[src/rtl/alu_pipe_if.sv]
`default_nettype none
// +------------------------------------------------------------------------+
// | Module      : alu_pipe_if                                              |
// | Description : Operation/result handshake bundle for alu_pipe.          |
// |               Request side: in_valid, in_ready, a, b, func.            |
// |               Response side: out_valid, out_ready, result, flags.      |
// |               master = operation producer / result consumer.           |
// |               slave  = the ALU.                                        |
// | Revision    : 1.0 - initial release                                    |
// +------------------------------------------------------------------------+
interface alu_pipe_if #(
  parameter int n = 8
);
  logic         in_valid;
  logic         in_ready;
  logic [n-1:0] a;
  logic [n-1:0] b;
  logic [3:0]   func;
  logic [n-1:0] result;
  logic [3:0]   flags;
  logic         out_valid;
  logic         out_ready;

  modport master (
    output in_valid, a, b, func, out_ready,
    input  in_ready, result, flags, out_valid
  );

  modport slave (
    input  in_valid, a, b, func, out_ready,
    output in_ready, result, flags, out_valid
  );
endinterface
`default_nettype wire

[src/rtl/alu_pipe.sv]
`default_nettype none
// +------------------------------------------------------------------------+
// | Module      : alu_pipe                                                 |
// | Description : Single-stage ALU with valid/ready handshakes and an      |
// |               optional iterative shift-add multiplier.                 |
// |               Opcodes 0-9 complete with latency 1; RMUL (10) takes     |
// |               n+1 cycles when built. Flags = {V, C, N, Z}.             |
// | Ports       : clk   - clock, rising edge                               |
// |               reset - synchronous active-high reset                    |
// |               bus   - alu_pipe_if.slave (in_valid/in_ready/a/b/func,   |
// |                       out_valid/out_ready/result/flags)                |
// | Config      : define ALU_PIPE_MUL_EN to build the multiplier; without  |
// |               it func 10 is handled as a reserved opcode.              |
// | Revision    : 1.0 - initial release                                    |
// +------------------------------------------------------------------------+
module alu_pipe #(
  parameter int n  = 8,
  parameter int SW = $clog2(n)
) (
  input logic       clk,
  input logic       reset,
  alu_pipe_if.slave bus
);

  localparam logic [3:0] c_OP_RA   = 4'd0;
  localparam logic [3:0] c_OP_RB   = 4'd1;
  localparam logic [3:0] c_OP_RADD = 4'd2;
  localparam logic [3:0] c_OP_RSUB = 4'd3;
  localparam logic [3:0] c_OP_RAND = 4'd4;
  localparam logic [3:0] c_OP_ROR  = 4'd5;
  localparam logic [3:0] c_OP_RXOR = 4'd6;
  localparam logic [3:0] c_OP_RNOR = 4'd7;
  localparam logic [3:0] c_OP_RSHL = 4'd8;
  localparam logic [3:0] c_OP_RSHR = 4'd9;

  typedef enum logic [1:0] {
    S_IDLE = 2'd0,
    S_MUL  = 2'd1,
    S_DONE = 2'd2
  } state_t;

  state_t       state_q, state_d;
  logic [n-1:0] result_q;
  logic [3:0]   flags_q;
  logic         out_valid_q;

  logic         w_in_ready;
  logic         w_accept;
  logic         w_is_mul;
  logic         w_mul_fin;
  logic [n-1:0] w_mul_res;
  logic [3:0]   w_mul_flags;

  // Held off during reset; otherwise open in IDLE whenever the output slot
  // is empty or being drained this very cycle.
  assign w_in_ready = !reset && (state_q == S_IDLE) && (!out_valid_q || bus.out_ready);
  assign w_accept   = bus.in_valid && w_in_ready;

  // ---------------------------------------------------------------------
  // Single-cycle datapath
  // ---------------------------------------------------------------------
  logic [SW-1:0] w_sh;
  logic [n:0]    w_sum;
  logic [n:0]    w_diff;
  logic [n:0]    w_shl;
  logic [n:0]    w_shr;
  logic [n-1:0]  w_alu_res;
  logic          w_alu_c;
  logic          w_alu_v;
  logic [3:0]    w_alu_flags;

  assign w_sh   = bus.b[SW-1:0];
  assign w_sum  = {1'b0, bus.a} + {1'b0, bus.b};
  // MSB of the widened difference is the borrow (a < b unsigned).
  assign w_diff = {1'b0, bus.a} - {1'b0, bus.b};
  // One guard bit catches the last bit shifted out; it stays 0 for a zero shift.
  assign w_shl  = {1'b0, bus.a} << w_sh;
  assign w_shr  = {bus.a, 1'b0} >> w_sh;

  always_comb begin
    w_alu_res = '0;
    w_alu_c   = 1'b0;
    w_alu_v   = 1'b0;
    case (bus.func)
      c_OP_RA:   w_alu_res = bus.a;
      c_OP_RB:   w_alu_res = bus.b;
      c_OP_RADD: begin
        w_alu_res = w_sum[n-1:0];
        w_alu_c   = w_sum[n];
        w_alu_v   = (bus.a[n-1] == bus.b[n-1]) && (w_sum[n-1] != bus.a[n-1]);
      end
      c_OP_RSUB: begin
        w_alu_res = w_diff[n-1:0];
        w_alu_c   = w_diff[n];
        w_alu_v   = (bus.a[n-1] != bus.b[n-1]) && (w_diff[n-1] != bus.a[n-1]);
      end
      c_OP_RAND: w_alu_res = bus.a & bus.b;
      c_OP_ROR:  w_alu_res = bus.a | bus.b;
      c_OP_RXOR: w_alu_res = bus.a ^ bus.b;
      c_OP_RNOR: w_alu_res = ~(bus.a | bus.b);
      c_OP_RSHL: begin
        w_alu_res = w_shl[n-1:0];
        w_alu_c   = w_shl[n];
      end
      c_OP_RSHR: begin
        w_alu_res = w_shr[n:1];
        w_alu_c   = w_shr[0];
      end
      default: ; // reserved: all zero, Z comes out as 1
    endcase
  end

  assign w_alu_flags = {w_alu_v, w_alu_c, w_alu_res[n-1], ~|w_alu_res};

  // ---------------------------------------------------------------------
  // Optional shift-add multiplier
  // ---------------------------------------------------------------------
`ifdef ALU_PIPE_MUL_EN
  localparam logic [3:0] c_OP_RMUL = 4'd10;
  localparam int         CW        = $clog2(n + 1);

  logic [2*n-1:0] mul_acc_q;
  logic [2*n-1:0] mul_mcand_q;
  logic [n-1:0]   mul_mplier_q;
  logic [CW-1:0]  mul_cnt_q;

  assign w_is_mul    = (bus.func == c_OP_RMUL);
  // After n iterations the MUL state spends one more cycle publishing the
  // product, which places out_valid n+1 cycles after acceptance.
  assign w_mul_fin   = (state_q == S_MUL) && (mul_cnt_q == CW'(n));
  assign w_mul_res   = mul_acc_q[n-1:0];
  assign w_mul_flags = {1'b0, |mul_acc_q[2*n-1:n], mul_acc_q[n-1], ~|mul_acc_q[n-1:0]};

  always_ff @(posedge clk) begin
    if (reset) begin
      mul_acc_q    <= '0;
      mul_mcand_q  <= '0;
      mul_mplier_q <= '0;
      mul_cnt_q    <= '0;
    end else if (w_accept && w_is_mul) begin
      mul_acc_q    <= '0;
      mul_mcand_q  <= {{n{1'b0}}, bus.a};
      mul_mplier_q <= bus.b;
      mul_cnt_q    <= '0;
    end else if ((state_q == S_MUL) && !w_mul_fin) begin
      mul_acc_q    <= mul_acc_q + (mul_mplier_q[0] ? mul_mcand_q : '0);
      mul_mcand_q  <= mul_mcand_q << 1;
      mul_mplier_q <= mul_mplier_q >> 1;
      mul_cnt_q    <= mul_cnt_q + CW'(1);
    end
  end
`else
  assign w_is_mul    = 1'b0;
  assign w_mul_fin   = 1'b0;
  assign w_mul_res   = '0;
  assign w_mul_flags = 4'd0;
`endif

  // ---------------------------------------------------------------------
  // Control FSM
  // ---------------------------------------------------------------------
  always_ff @(posedge clk) begin
    if (reset) begin
      state_q <= S_IDLE;
    end else begin
      state_q <= state_d;
    end
  end

  always_comb begin
    state_d = state_q;
    case (state_q)
      S_IDLE:  if (w_accept && w_is_mul) state_d = S_MUL;
      S_MUL:   if (w_mul_fin) state_d = S_DONE;
      S_DONE:  if (out_valid_q && bus.out_ready) state_d = S_IDLE;
      default: state_d = S_IDLE;
    endcase
  end

  // ---------------------------------------------------------------------
  // Output register
  // ---------------------------------------------------------------------
  always_ff @(posedge clk) begin
    if (reset) begin
      result_q    <= '0;
      flags_q     <= 4'd0;
      out_valid_q <= 1'b0;
    end else if (w_accept && !w_is_mul) begin
      // Overwrites the old result in the same cycle it is drained.
      result_q    <= w_alu_res;
      flags_q     <= w_alu_flags;
      out_valid_q <= 1'b1;
    end else if (w_mul_fin) begin
      result_q    <= w_mul_res;
      flags_q     <= w_mul_flags;
      out_valid_q <= 1'b1;
    end else if (bus.out_ready) begin
      out_valid_q <= 1'b0;
    end
  end

  assign bus.in_ready  = w_in_ready;
  assign bus.result    = result_q;
  assign bus.flags     = flags_q;
  assign bus.out_valid = out_valid_q;

endmodule
`default_nettype wire

[src/flat_wrapper.sv]
// flat-port wrapper written by rule: the top's interface ports become plain ports
module alu_pipe_flat 
#(
  parameter int n  = 8,
  parameter int SW = $clog2(n)
)
  (clk, reset, bus_in_valid, bus_a, bus_b, bus_func, bus_out_ready, bus_in_ready, bus_result, bus_flags, bus_out_valid);
  alu_pipe_if #(.n(n)) bus_i ();
  input logic clk;
  input logic reset;
  input wire logic [$bits(bus_i.in_valid)-1:0] bus_in_valid;
  input wire logic [$bits(bus_i.a)-1:0] bus_a;
  input wire logic [$bits(bus_i.b)-1:0] bus_b;
  input wire logic [$bits(bus_i.func)-1:0] bus_func;
  input wire logic [$bits(bus_i.out_ready)-1:0] bus_out_ready;
  output wire logic [$bits(bus_i.in_ready)-1:0] bus_in_ready;
  output wire logic [$bits(bus_i.result)-1:0] bus_result;
  output wire logic [$bits(bus_i.flags)-1:0] bus_flags;
  output wire logic [$bits(bus_i.out_valid)-1:0] bus_out_valid;
  assign bus_i.in_valid = bus_in_valid;
  assign bus_i.a = bus_a;
  assign bus_i.b = bus_b;
  assign bus_i.func = bus_func;
  assign bus_i.out_ready = bus_out_ready;
  assign bus_in_ready = bus_i.in_ready;
  assign bus_result = bus_i.result;
  assign bus_flags = bus_i.flags;
  assign bus_out_valid = bus_i.out_valid;
  alu_pipe #(.n(n), .SW(SW)) u_core (.clk(clk), .reset(reset), .bus(bus_i));
endmodule
[config.mk]
export PLATFORM = sky130hd
export DESIGN_NAME = alu_pipe_flat
export DESIGN_NICKNAME = d
export VERILOG_FILES = /design/src/rtl/alu_pipe_if.sv /design/src/rtl/alu_pipe.sv /design/src/flat_wrapper.sv
export SDC_FILE = /design/constraint.sdc
export NUM_CORES = 1
export LEC_CHECK = 0
export ABC_AREA = 1
export BUFFER_PORTS_ARGS = -buffer_cell sky130_fd_sc_hd__buf_2
export CAP_MARGIN = 20
export CORE_MARGIN = 2
export CORE_UTILIZATION = 23
export DETAILED_ROUTE_END_ITERATION = 6
export MAX_ROUTING_LAYER = met4
export PLACE_DENSITY = 0.44
export SLEW_MARGIN = 20
export SYNTH_ARGS = -nofsm -noshare
export SYNTH_HDL_FRONTEND = slang
export SYNTH_SLANG_ARGS = --single-unit
export TNS_END_PERCENT = 50
[constraint.sdc]
create_clock -name clk -period 2.5 [get_ports clk]
set_input_delay 0.25 -clock clk [delete_from_list [all_inputs] [get_ports clk]]
set_output_delay 0.25 -clock clk [all_outputs]
set_load 0.02 [all_outputs]
==> flow_metrics.env <==
export IMPL_clkLatencyLatePin_ns=0.24
export IMPL_power_density_nw_per_um2=298
export IMPL_initial_core_util_pct=23.6
export IMPL_fp_dieH_um=106
export IMPL_cp_endpoint="u_core.bus.flags[0]"
export IMPL_ff2ff_path_depth=7
export IMPL_crit_path_start="bus_b[2]"
export IMPL_crit_required_ns=2.67
export IMPL_hold_buffers=0
export IMPL_status="finished, final reports clean"
export IMPL_die_x_um=106
export IMPL_hpwlAfterDp_um=7760
export IMPL_cts_tree="built"
export IMPL_area_growth_pct=16.2
export IMPL_drtIter0Drc=144
export IMPL_synth_area_um2=2410
export IMPL_crit_arrival_ns=2.28
export IMPL_drive_above_1_share_pct=11.7
export IMPL_ys_warn_count=0
export IMPL_post_cts_buffers=0
export IMPL_max_cap_violations=0
export IMPL_port_buffers=37
export IMPL_cts_sinks=12
export IMPL_tightest_slew_ns=0.535
export IMPL_finalCriticalPeriod_ns=2.11
export IMPL_layout_worst_path_cycle_share_pct=84.5
export IMPL_cts_buffers=3
export IMPL_synth_seq_cells=12
export IMPL_holdPathStages=3
export IMPL_power_total_w=0.000835
export IMPL_fin_skew_ns=0.000449
export IMPL_antenna_found_initial=0
export IMPL_worstSetupPathType="primary input to register"
export IMPL_cp_end_kind="register"
export IMPL_io_pins=38
export IMPL_coreArea_um2=10200
export IMPL_path_clk_slew_ns=0.05
export IMPL_crit_fanout=8
export IMPL_wl_per_cell_um=14.5
export IMPL_vdd_drop_max_mv=0.141
export IMPL_grtUsageTotal_pct=16.8
export IMPL_rsz0062_at_grt="no"
export IMPL_reg2reg_slack_ns=1.09
export IMPL_grt_max_degree=20
export IMPL_worst_setup_path_start_kind="primary input"
export IMPL_synth_distinct_cells=28
export IMPL_reg2reg_from="u_core.bus.out_valid"
export IMPL_ant_nets=0
export IMPL_reg2reg_to="u_core.bus.flags[0]"
export IMPL_fin_nets=548
export IMPL_cts_root_buf="clkbuf_8"
export IMPL_p_leak_nw=1.55
export IMPL_grt_pass1_vias=2874
export IMPL_drc=0
export IMPL_setup_viol=0
export IMPL_dieArea_um2=11300
export IMPL_diodes=0
export IMPL_holdCritPathClass="primary input to register"
export IMPL_synth_nets=509
export IMPL_place_congestion=0.916
export IMPL_cts_resized=0
export IMPL_dr_pass1_iters=4
export IMPL_hold_violations=0
export IMPL_num_fill_cells=1187
export IMPL_cts_buffer_depth=2
export IMPL_fmax_ghz=0.473
export IMPL_finalWirelength_um=9180
export IMPL_htree_levels=1
export IMPL_vias_per_cell=4.73
export IMPL_syn_avg_cell_area_um2=5.27
export IMPL_drv_slew=0
export IMPL_vias=2984
export IMPL_finalSetupTns_ns=0
export IMPL_syn_inst=458
export IMPL_row_count=37
export IMPL_slew_headroom_pct=64.2
export IMPL_grt_ovfl_total=0
export IMPL_grt_pass1_wl_um=14600
export IMPL_ys_seq_area_share_pct=9.96
[sequential cells by signal, summed over array words and instances (netlist names)]
register and count:
u_core.bus.flags 4, u_core.bus.out_valid 1, u_core.bus.result 7
[how the worst min path moves through the flow]
stage          slack, ns           startpoint                   end
2_1_floorplan       0.32                reset   u_core.bus.flags[0]
3_3_place_gp        0.46  u_core.bus.flags[0]   u_core.bus.flags[0]
3_5_place_dp        0.46  u_core.bus.flags[2]   u_core.bus.flags[2]
4_1_cts             0.23         bus_in_valid  u_core.bus.out_valid
5_1_grt             0.24                reset   u_core.bus.flags[0]
6_report            0.23         bus_in_valid  u_core.bus.out_valid
[metrics by stage]
stage | instances | setup slack, ns | utilization, % | cell area [µm²] | hold slack [ns]
after detailed placement | 628 | 0.155 | 27.0 | 2760 | 0.463
after CTS | 631 | 0.405 | 27.4 | 2800 | 0.231
after floorplan | 458 | 0.745 | - | 2410 | 0.319
after global routing | 631 | 0.138 | 27.4 | 2800 | 0.240
after global placement | 628 | 0.133 | 27.0 | 2760 | 0.462
final | 631 | 0.387 | 27.4 | 2800 | 0.234
[layout make-up]
| cell class | instances | area, µm² | share of cell area, % |
|---|---|---|---|
| Inverter | 54 | 203 | 7.23 |
| Multi-Input combinational cell | 382 | 1910 | 68.2 |
| Tap cell | 136 | 170 | 6.07 |
| Sequential cell | 12 | 240 | 8.57 |
| Clock buffer | 3 | 41.3 | 1.47 |
| Timing Repair Buffer | 44 | 238 | 8.48 |
[routing by layer]
metal  GRT usage (%)  wire length (µm)  vias up
met5               -                 0        -
met4            5.01               227        0
met3            2.58               528       16
met2            27.6              4190       77
met1            21.2              4230     1344
li1                -                 -     1547
[power by group]
| group | total (W) | internal (W) | switching (W) |
|---|---|---|---|
| Sequential | 0.000213 | 0.000206 | 0.00000706 |
| Combinational | 0.000450 | 0.000144 | 0.000306 |
| Clock | 0.000172 | 0.000106 | 0.0000663 |
| Total | 0.000835 | 0.000455 | 0.000379 |
[layout by cell type, fill, tap and decap left out, types with 2 or more instances in the layout]
master    count
a21oi_1      18
buf_2        37
buf_4         7
clkbuf_8      3
dfxtp_1      12
fa_1          2
ha_1         25
inv_1        50
inv_2         3
nand2_1     152
nand3_1      81
nand4_1       4
nor2_1       56
nor2_2        6
nor3_1        3
o21ai_0      18
o21ai_1       4
o22ai_1       3
xor2_1        2
[synthesized netlist by cell type]
library cell  count  area (µm²)
a21oi_1          18        90.1
or2_1             1        6.26
inv_1            50         188
nand2_1         152         571
ha_1             25         313
a21boi_0          1        7.51
clkbuf_1          1        3.75
nand3_1          81         405
nand3_2           1        10.0
nor3_1            3        15.0
xor2_1            2        17.5
fa_1              2        40.0
nand4_1           4        25.0
o21bai_1          1        7.51
clkinv_1          1        3.75
o21ai_1           4        20.0
inv_2             3        11.3
o22ai_1           3        18.8
a31oi_1           1        6.26
dfxtp_1          12         240
and2_1            1        6.26
nor2_2            6        37.5
a21o_1            1        7.51
nor2_1           56         210
or2_2             1        6.26
buf_2             5        25.0
buf_4             4        30.0
o21ai_0          18        90.1
[cells by family after synthesis]
logic type / Yosys count / share of synthesized area [%]
DFF: 12 / 9.96
AOI/OAI and AO/OA: 47 / 10.3
adders and majority gates: 27 / 14.6
and+or+nand+nor: 306 / 53.6
buffers and inverters: 64 / 10.8
xor gates and xnor gates: 2 / 0.726
[worst max-delay path: stages]
cell and delay (ns):
buf_2 0.17, inv_1 0.08, ha_1 0.44, inv_1 0.14, a21oi_1 0.22, nand2_1 0.15
a21oi_1 0.18, xor2_1 0.16, nor2_1 0.05, nor2_1 0.21, nand3_1 0.11, a21oi_1 0.12
Power figures use the tool's default switching activity.
